[config.mk]
export PLATFORM = sky130hd
export DESIGN_NAME = pixel_window_responder
export DESIGN_NICKNAME = d
export VERILOG_FILES = /design/src/rtl/pixmem_pkg.sv /design/src/rtl/pixel_ram.sv /design/src/rtl/pixel_window_responder.sv
export SDC_FILE = /design/constraint.sdc
export NUM_CORES = 1
export LEC_CHECK = 0
export ABC_CLOCK_PERIOD_IN_PS = 3400
export CAP_MARGIN = 20
export CORE_MARGIN = 2
export CORE_UTILIZATION = 47
export CTS_CLUSTER_SIZE = 14
export DETAILED_ROUTE_END_ITERATION = 8
export GPL_TIMING_DRIVEN = 1
export PLACE_DENSITY = 0.65
export SLEW_MARGIN = 20
export SYNTH_ARGS = -nofsm -noshare
export SYNTH_HDL_FRONTEND = slang
export SYNTH_HIERARCHICAL = 1
export SYNTH_SLANG_ARGS = --single-unit
[constraint.sdc]
create_clock -name clk -period 3.4 [get_ports clk]
set_input_delay 0.68 -clock clk [delete_from_list [all_inputs] [get_ports clk]]
set_output_delay 0.68 -clock clk [all_outputs]
set_load 0.01 [all_outputs]
[src/rtl/pixmem_pkg.sv]
// Shared definitions for the pixel window responder.
//   state_t        : responder FSM encoding (3 bits)
//   WIN_LEFT/CTR/RIGHT : pixel slot indices inside rd_window (slot * PIX_W
//                    gives the LSB of that pixel; left sits in the MSBs)
//   addr_in_range  : address bounds check against the configured row depth
package pixmem_pkg;

  typedef enum logic [2:0] {
    ST_IDLE = 3'd0,
    ST_F0   = 3'd1,
    ST_F1   = 3'd2,
    ST_F2   = 3'd3,
    ST_F3   = 3'd4,
    ST_RESP = 3'd5,
    ST_WR   = 3'd6
  } state_t;

  localparam int WIN_LEFT  = 2;
  localparam int WIN_CTR   = 1;
  localparam int WIN_RIGHT = 0;

  // Both operands are widened to 32 bits by the caller so that a depth equal
  // to 2**ADDR_W still compares correctly.
  function automatic logic addr_in_range(input logic [31:0] addr,
                                         input logic [31:0] depth);
    return addr < depth;
  endfunction

endpackage

[src/rtl/pixel_ram.sv]
// Single-port pixel row storage.
//   clk   : clock, all activity on posedge
//   we    : write enable; mem[addr] <= wdata at the edge
//   re    : read enable; rdata <= mem[addr] at the edge (1-cycle latency)
//   addr  : shared read/write address, caller keeps it below DEPTH
//   wdata : write data
//   rdata : registered read data, holds when re is low
module pixel_ram #(
  parameter int PIX_W  = 1,
  parameter int DEPTH  = 64,
  parameter int ADDR_W = 6
) (
  input  logic              clk,
  input  logic              we,
  input  logic              re,
  input  logic [ADDR_W-1:0] addr,
  input  logic [PIX_W-1:0]  wdata,
  output logic [PIX_W-1:0]  rdata
);

  logic [PIX_W-1:0] mem [DEPTH];

  always_ff @(posedge clk) begin
    if (we) begin
      mem[addr] <= wdata;
    end
    if (re) begin
      rdata <= mem[addr];
    end
  end

endmodule

[src/rtl/pixel_window_responder.sv]
// Memory-side responder for the salt-and-pepper filter controller.
// Serves {left, centre, right} read windows, accepts filtered write-backs and
// lets a host preload the row while the responder is idle.
//   clk, rst          : clock and synchronous active-high reset
//   ld_en/addr/data   : host preload port, honoured only in IDLE
//   rd_req/addr       : window request; rd_ack pulses with rd_window valid
//   wr_req/addr/data  : write-back request; wr_ack pulses in the commit cycle
//   busy              : high whenever the FSM is not in IDLE
//   err               : sticky out-of-range flag, cleared only by rst
//
// Handshake: a requester raises req with address/data stable and holds it
// until the matching ack pulse; it must drop req in the ack cycle so that the
// following IDLE cycle does not see a fresh request. The block latches all
// request fields at the sampling edge, and rd_ack / wr_ack are never high in
// the same cycle because they decode from distinct FSM states.
module pixel_window_responder
  import pixmem_pkg::*;
#(
  parameter int PIX_W  = 1,
  parameter int DEPTH  = 64,
  parameter int ADDR_W = 6
) (
  input  logic               clk,
  input  logic               rst,
  input  logic               ld_en,
  input  logic [ADDR_W-1:0]  ld_addr,
  input  logic [PIX_W-1:0]   ld_data,
  input  logic               rd_req,
  input  logic [ADDR_W-1:0]  rd_addr,
  output logic               rd_ack,
  output logic [3*PIX_W-1:0] rd_window,
  input  logic               wr_req,
  input  logic [ADDR_W-1:0]  wr_addr,
  input  logic [PIX_W-1:0]   wr_data,
  output logic               wr_ack,
  output logic               busy,
  output logic               err
);

  localparam logic [ADDR_W-1:0] LAST_ADDR = ADDR_W'(DEPTH - 1);

  state_t             state;
  logic [ADDR_W-1:0]  a_q;         // latched centre address
  logic               rd_oor;      // latched read address was out of range
  logic [ADDR_W-1:0]  wr_addr_q;
  logic [PIX_W-1:0]   wr_data_q;
  logic               wr_ok_q;
  logic [PIX_W-1:0]   cap_l;
  logic [PIX_W-1:0]   cap_c;

  logic               ld_ok;
  logic               wr_ok;
  logic               rd_ok;
  logic [ADDR_W-1:0]  l_addr;
  logic [ADDR_W-1:0]  r_addr;
  logic [3*PIX_W-1:0] window_next;

  logic               ram_we;
  logic               ram_re;
  logic [ADDR_W-1:0]  ram_addr;
  logic [PIX_W-1:0]   ram_wdata;
  logic [PIX_W-1:0]   ram_rdata;

  assign ld_ok = addr_in_range(32'(ld_addr), 32'(DEPTH));
  assign wr_ok = addr_in_range(32'(wr_addr), 32'(DEPTH));
  assign rd_ok = addr_in_range(32'(rd_addr), 32'(DEPTH));

  // Row edges replicate the edge pixel instead of wrapping.
  assign l_addr = (a_q == '0)        ? '0        : a_q - ADDR_W'(1);
  assign r_addr = (a_q == LAST_ADDR) ? LAST_ADDR : a_q + ADDR_W'(1);

  assign rd_ack = (state == ST_RESP);
  assign wr_ack = (state == ST_WR);
  assign busy   = (state != ST_IDLE);

  // RAM port arbitration. The FSM only ever occupies one path per cycle, so
  // the state alone selects between load, write-back and fetch. Writes are
  // gated by rst so a reset edge never commits a pending write.
  always_comb begin
    ram_addr  = '0;
    ram_we    = 1'b0;
    ram_re    = 1'b0;
    ram_wdata = ld_data;
    case (state)
      ST_IDLE: begin
        ram_addr = ld_addr;
        ram_we   = ld_en && ld_ok && !rst;
      end
      ST_WR: begin
        ram_addr  = wr_addr_q;
        ram_wdata = wr_data_q;
        ram_we    = wr_ok_q && !rst;
      end
      ST_F0: begin
        ram_addr = l_addr;
        ram_re   = !rd_oor;
      end
      ST_F1: begin
        ram_addr = a_q;
        ram_re   = !rd_oor;
      end
      ST_F2: begin
        ram_addr = r_addr;
        ram_re   = !rd_oor;
      end
      default: begin
      end
    endcase
  end

  // In F3 the right pixel is still on the RAM output, so the window is
  // assembled from the two captured pixels plus the live read data.
  always_comb begin
    window_next = '0;
    if (!rd_oor) begin
      window_next[WIN_LEFT*PIX_W  +: PIX_W] = cap_l;
      window_next[WIN_CTR*PIX_W   +: PIX_W] = cap_c;
      window_next[WIN_RIGHT*PIX_W +: PIX_W] = ram_rdata;
    end
  end

  always_ff @(posedge clk) begin
    if (rst) begin
      state     <= ST_IDLE;
      err       <= 1'b0;
      rd_window <= '0;
    end else begin
      case (state)
        ST_IDLE: begin
          if (ld_en) begin
            if (!ld_ok) begin
              err <= 1'b1;
            end
          end else if (wr_req) begin
            wr_addr_q <= wr_addr;
            wr_data_q <= wr_data;
            wr_ok_q   <= wr_ok;
            if (!wr_ok) begin
              err <= 1'b1;
            end
            state <= ST_WR;
          end else if (rd_req) begin
            a_q    <= rd_addr;
            rd_oor <= !rd_ok;
            if (!rd_ok) begin
              err <= 1'b1;
            end
            state <= ST_F0;
          end
        end
        ST_F0: state <= ST_F1;
        ST_F1: begin
          cap_l <= ram_rdata;
          state <= ST_F2;
        end
        ST_F2: begin
          cap_c <= ram_rdata;
          state <= ST_F3;
        end
        ST_F3: begin
          rd_window <= window_next;
          state     <= ST_RESP;
        end
        ST_RESP: state <= ST_IDLE;
        ST_WR:   state <= ST_IDLE;
        default: state <= ST_IDLE;
      endcase
    end
  end

  pixel_ram #(
    .PIX_W  (PIX_W),
    .DEPTH  (DEPTH),
    .ADDR_W (ADDR_W)
  ) u_ram (
    .clk   (clk),
    .we    (ram_we),
    .re    (ram_re),
    .addr  (ram_addr),
    .wdata (ram_wdata),
    .rdata (ram_rdata)
  );

endmodule

==> run summary, run 1 <==
Final Critical Period = 3.052 ns
First-pass GRT wire length = 14710 um
# diodes = 0
GP Congestion = 0.8599
Area share of xor/xnor cells in the synthesized design = 0.8260%
Height of the die = 99.00 um
Post-CTS Resized = 0
Max frequency = 327.7 MHz
Final Cycle Share = 89.76%
Worst-Skew Late Latency = 0.36 ns
Total gr overflow = 0
Reg2reg path depth = 11
Inserted Clock Buffers = 9
Setup CP Type = register to register
# clock sinks = 86
GR Util All Layers = 19.37%
Seq/Total Area, Yosys = 59.47%
Post-synthesis cell area = 4242 um^2
Mux cell area share after synthesis = 9.440%
Htree depth = 3
Vias in the first global route = 2804
Post-synth cell types = 57
Core ar. = 8721 um^2
Hold path startpoint = cap_c
YS warnings = 6
Post-DP HPWL = 6225 um
Top post-synthesis cells by area = edfxtp_1 (57%), nor2_1 (7.7%), mux2i_1 (3.8%), dfxtp_1 (2.8%), mux4_1 (2.5%)
Top cell type's share of synthesized area = 56.64%
1st-iter DRT viols = 185
Maximum number of pins on one net before global-route repair = 65
Slew margin rel. = 39.66%
Area leader, netlist = edfxtp_1
Status = finished, final reports clean
Worst hold endpoint = rd_window[1]
Chip width = 99.00 um
Initial core utilization = 48.64%
Port Buf Inserts = 30
Compound-Gate Fraction of Synth Area = 8.643%
Peak VDD IR = 0.3332 mV
Initial antenna violation count = 0
WL final = 9101 um
Clk pin slew, worst setup/hold paths = 0.09 ns
CP max FO = 9
R2R Setup Slk = 0.35 ns
Pwr Total = 2.660 mW
Clock buffer depth = 2
Max Cap Viol = 0
Post-CTS Setup Repair Bufs = 0
Syn nets = 382
Post-synth ARST share = 0%
Crit path DAT = 3.15 ns
Routed vias = 2905
Path category of the worst min-delay check = register to register
Worst hold slack = 0.4942 ns
Cells after synthesis = 354
Simple-Gate Fraction of Synth Area = 16.84%
Vias per Instance = 5.685
Main combinational cell family by area after synthesis = simple AND/OR/NAND/NOR gates
Final setup violation count = 0
Area after DPL = 4825 um^2
Lkg Pwr = 1.638 nW
Io pins = 32
CP startpoint kind = register
Syn avg cell area = 11.98 um^2
Layout cells sized above 1 = 17.87%
Fin Clk Skew = 0.01589 ns
Primary FF master, synth = edfxtp_1
DR DRC count = 0
WL per Instance = 17.81 um
CTS root buf = clkbuf_8
Worst R2R Start = a_q[0]
PD cells = 529.9 nW/um^2
WHS Path Cells = 2
Area Overhead vs Synth = 18.35%
Count of nets after finishing = 427
Worst-Margin Slew = 0.8957 ns
Antenna viol nets, final = 0
Hold_buf cts = 0
Pins Over Slew Limit = 0
CP required = 3.50 ns
# rows = 34
Number of flops mapped to enable cells by yosys = 80
Design area = 5020 um^2
Pre-antenna DRT Iters = 6
Adder-cell share of the synthesized area = 0.8850%
DIE AREA = 9800 um^2
Final hold violation count = 0
Synthesis-stage register bit count = 86
TNS Setup = 0 ns
Unrepaired setup endpoints after global routing = no
Worst r2r dst = u_ram/rdata
CTS tree = built
Critical Path End Type = register
## critical path: stages, from the launching register on
cell and delay (ns):
edfxtp_1 0.51, inv_1 0.15, ha_1 0.17, inv_1 0.06, o311ai_4 0.27, buf_4 0.20
o32a_2 0.15, o21ai_0 0.31, or3b_2 0.45, nor2_1 0.09, a2111oi_2 0.32, nand4_1 0.13
## how the worst max path moves through the flow
stage	from	endpoint	slack [ns]	depth (start not counted)
after global placement	ld_addr[1]	u_ram/rdata	0.17	11
after CTS	a_q[0]	u_ram/rdata	0.34	12
after floorplan	a_q[4]	u_ram/rdata	0.48	12
final	a_q[0]	u_ram/rdata	0.35	11
after detailed placement	ld_addr[1]	u_ram/rdata	0.12	11
after global routing	a_q[0]	u_ram/rdata	0.12	12
## per-stage QoR
| step | std cells | utilization [%] | worst slack [ns] |
|---|---|---|---|
| 6_report | 511 | 57.56 | 0.3480 |
| 2_1_floorplan | 354 | - | 0.4832 |
| 3_3_place_gp | 496 | 55.32 | 0.1726 |
| 4_1_cts | 511 | 57.56 | 0.3442 |
| 3_5_place_dp | 496 | 55.32 | 0.1197 |
| 5_1_grt | 511 | 57.56 | 0.1218 |
## synth_stat cells, types with 4 or more instances
cell type	n
a21oi_1	10
a31oi_1	7
buf_2	9
clkbuf_1	12
dfxtp_1	6
edfxtp_1	80
inv_1	6
mux2_2	4
mux2i_1	16
mux4_1	4
mux4_2	4
nand2_1	12
nand3_1	8
nand3b_1	6
nor2_1	87
nor2b_1	4
nor3_1	6
o21ai_0	6
or3b_2	4
xnor2_1	4
## metal layers
| layer | global-route usage [%] | vias up | wire, um |
|---|---|---|---|
| li1 | - | 1397 | - |
| met1 | 28.42 | 1422 | 4298 |
| met2 | 30.09 | 82 | 4276 |
| met3 | 3.830 | 4 | 468 |
| met4 | 4.426 | 0 | 58 |
| met5 | 0 | - | 0 |
## flip-flops by register name (all words and copies together), names as in the netlist
signal	flops
wr_data_q	1
u_ram/rdata	1
wr_addr_q	6
u_ram/mem	64
cap_c	1
cap_l	1
rd_window	3
state	3
a_q	6
## layout by cell type (no fill, tap or decap), types with 4 or more instances in the layout
cell             Yosys  routed
nor2_1              87      87
edfxtp_1            80      80
clkdlybuf4s50_1      0      30
buf_4                3      28
mux2i_1             16      16
nand2_1             12      12
a21oi_1             10      10
clkbuf_8             0       9
nand3_1              8       8
a31oi_1              7       7
inv_1                6       6
nand3b_1             6       6
nor3_1               6       6
dfxtp_1              6       6
o21ai_0              6       5
xnor2_1              4       4
nor2b_1              4       4
mux2_2               4       4
or3b_2               4       4
mux4_2               4       4
mux4_1               4       4
## layout make-up
type,count,area (um^2)
flip-flops and latches,86,2522
clock buffers,9,123.9
well taps,108,135.1
fillers,733,3701
repair buffers,61,570.5
inverters,6,22.52
multi-input cells,235,1574
clock inverters,6,71.32
## power by group
group          internal, mW  switching, mW  leakage [nW]
logic                 0.329          0.388         0.775
registers              1.19         0.0325         0.770
clock network         0.342          0.374        0.0923
## cells by family (layout without fill, tap and decap cells)
logic type	count (synthesis)	after routing
other	1	1
flip-flops	86	86
adder cells (fa/ha/maj)	3	3
multiplexers	28	28
AO/OA/AOI/OAI	49	49
AND/OR/NAND/NOR	150	150
XOR/XNOR	4	4
buffers and inverters	33	82
(Power assumes the default switching activity.)
==> run 2: changes to the inputs <==
ABC_CLOCK_PERIOD_IN_PS = not set   (was 3400)
==> results of run 2 <==
Final layout, timing and power as in run 1 (identical DEF).
==> run 3: changes to the inputs <==
CORE_UTILIZATION = 30   (was 47)
PLACE_DENSITY = 0.46   (was 0.65)
clock period = 3.65 ns   (was 3.4 ns; I/O delays follow)
==> run summary, run 3 (same netlist as run 1, synthesis figures left out) <==
Met1 Resource Use GR = 19.21% (-9.2 points)
Reg with most FFs = u_ram/mem
Critical Path End Type = register
Initial core utilization = 30.68% (-18 points)
Final setup violation count = 0 (unchanged)
CP startpoint kind = register
CP max FO = 11 (+2)
Setup ws final = 0.4345 ns (+0.08648 ns)
DIE AREA = 15110 um^2 (+54%)
Htree depth = 3 (unchanged)
# rows = 43 (+26%)
Layout cells sized above 1 = 16.83% (-1.0 points)
Pre-antenna DRT Iters = 5 (-1)
Antenna viol nets, final = 0 (unchanged)
Hold_buf cts = 0 (unchanged)
Post-DP HPWL = 6773 um (+8.8%)
Height of the die = 122.9 um (+24%)
Core ar. = 13830 um^2 (+59%)
Final Critical Period = 3.216 ns (+0.1635 ns)
Clock buffer depth = 2 (unchanged)
Path category of the worst min-delay check = register to register
Max frequency = 311.0 MHz (-5.1%)
Setup CP Type = register to register
Met3 usage = 2.721% (-1.1 points)
CTS root buf = clkbuf_16
CTS tree = built
Worst-Skew Late Latency = 0.33 ns (-0.03 ns)
Fin Clk Skew = 0.005991 ns (-0.009895 ns)
Met2 Use GR = 23.20% (-6.9 points)
Commonest non-fill, non-tap cell in the layout = nor2_1
Slew margin rel. = 55.21% (+16 points)
Number of fill cells = 1320 (+80%)
Total gr overflow = 0 (unchanged)
CP required = 3.72 ns (+0.22 ns)
Most used routing layer = met2
TNS Setup = 0 ns (unchanged)
Pins Over Slew Limit = 0 (unchanged)
Status = finished, final reports clean
Port Buf Inserts = 30 (unchanged)
Largest register FFs = 64 (unchanged)
Peak VDD IR = 0.2452 mV (-26%)
GP Congestion = 0.7445 (-13%)
Maximum number of pins on one net before global-route repair = 65 (unchanged)
Largest regs = u_ram/mem: 64 flops, a_q: 6 flops, wr_addr_q: 6 flops
Commonest cells after routing, fill and taps aside = nor2_1 (87), edfxtp_1 (80), clkdlybuf4s50_1 (30)
Vias per Instance = 4.939 (-13%)
1st-iter DRT viols = 178 (-3.8%)
First-pass GRT wire length = 16170 um (+9.9%)
# diodes = 0 (unchanged)
Pwr Total = 2.767 mW (+4.0%)
WL per Instance = 17.09 um (-4.0%)
Count of nets after finishing = 422 (-1.2%)
Worst slack, placed = 0.1629 ns (+0.04320 ns)
Routed vias = 2855 (-1.7%)
WL final = 9879 um (+8.5%)
Sequential Area = 2522 um^2 (unchanged)
Final Cycle Share = 88.10% (-1.7 points)
Area Overhead vs Synth = 21.65%
Initial antenna violation count = 0 (unchanged)
Finished Core Util = 37.32% (-20 points)
Post-CTS Resized = 0 (unchanged)
GR Util All Layers = 14.31% (-5.1 points)
Io pins = 32 (unchanged)
Lkg Pwr = 1.662 nW (+1.5%)
Unrepaired setup endpoints after global routing = no
PD cells = 536.2 nW/um^2 (+1.2%)
Max Cap Viol = 0 (unchanged)
Crit path DAT = 3.29 ns (+0.14 ns)
Chip width = 122.9 um (+24%)
Area of the multi-input gates = 1580 um^2 (+0.40%)
DR DRC count = 0 (unchanged)
Post-CTS Setup Repair Bufs = 0 (unchanged)
Worst-Margin Slew = 0.6704 ns (-0.2252 ns)
Inserted Clock Buffers = 9 (unchanged)
Vias in the first global route = 2962 (+5.6%)
Clk pin slew, worst setup/hold paths = 0.06 ns (-0.03 ns)
Final hold violation count = 0 (unchanged)
# clock sinks = 86 (unchanged)
[run 3: power breakdown]
group,internal (mW),total [mW],switching [mW]
Combinational,0.286,0.656,0.370
Clock,0.598,0.972,0.374
Sequential,1.11,1.14,0.0255
Total,2.00,2.77,0.769
[run 3: layout make-up]
class	instances	area share [%]
flip-flops and latches	86	48.88
clock buffers	10	4.437
clock inverters	5	1.649
well taps	180	4.365
multi-input cells	235	30.63
inverters	6	0.4365
repair buffers	56	9.602
[run 3: critical path, stage by stage, from the launching register on]
cell	delay, ns
edfxtp_1	0.50
inv_1	0.15
ha_1	0.16
inv_1	0.06
o311ai_4	0.40
and2_2	0.23
o22ai_2	0.14
buf_4	0.24
nor2b_1	0.22
a221oi_2	0.24
mux2i_1	0.13
a2111oi_2	0.37
nand4_1	0.13
[run 3: per-layer routing]
| metal | vias to the layer above | routed length, um |
|---|---|---|
| met4 | 0 | 87 |
| met5 | - | 0 |
| met1 | 1434 | 4743 |
| met3 | 4 | 228 |
| li1 | 1383 | - |
| met2 | 34 | 4820 |
[run 3: stage by stage]
stage / hold WS [ns] / instance area (um^2) / instances
after detailed placement: 0.4779 / 4846 / 563
after floorplan: 0.4448 / 4242 / 354
after CTS: 0.4809 / 5160 / 578
after global placement: 0.4680 / 4846 / 563
after global routing: 0.5298 / 5160 / 578
final: 0.4818 / 5160 / 578
[run 3: final timing paths]
check,startpoint,slack [ns],depth (start not counted),to
worst min register to register,cap_l,0.48,2,rd_window[2]
worst max-delay path,a_q[0],0.43,12,u_ram/rdata
worst min-delay path,cap_l,0.48,2,rd_window[2]
worst max register to register,a_q[0],0.43,12,u_ram/rdata
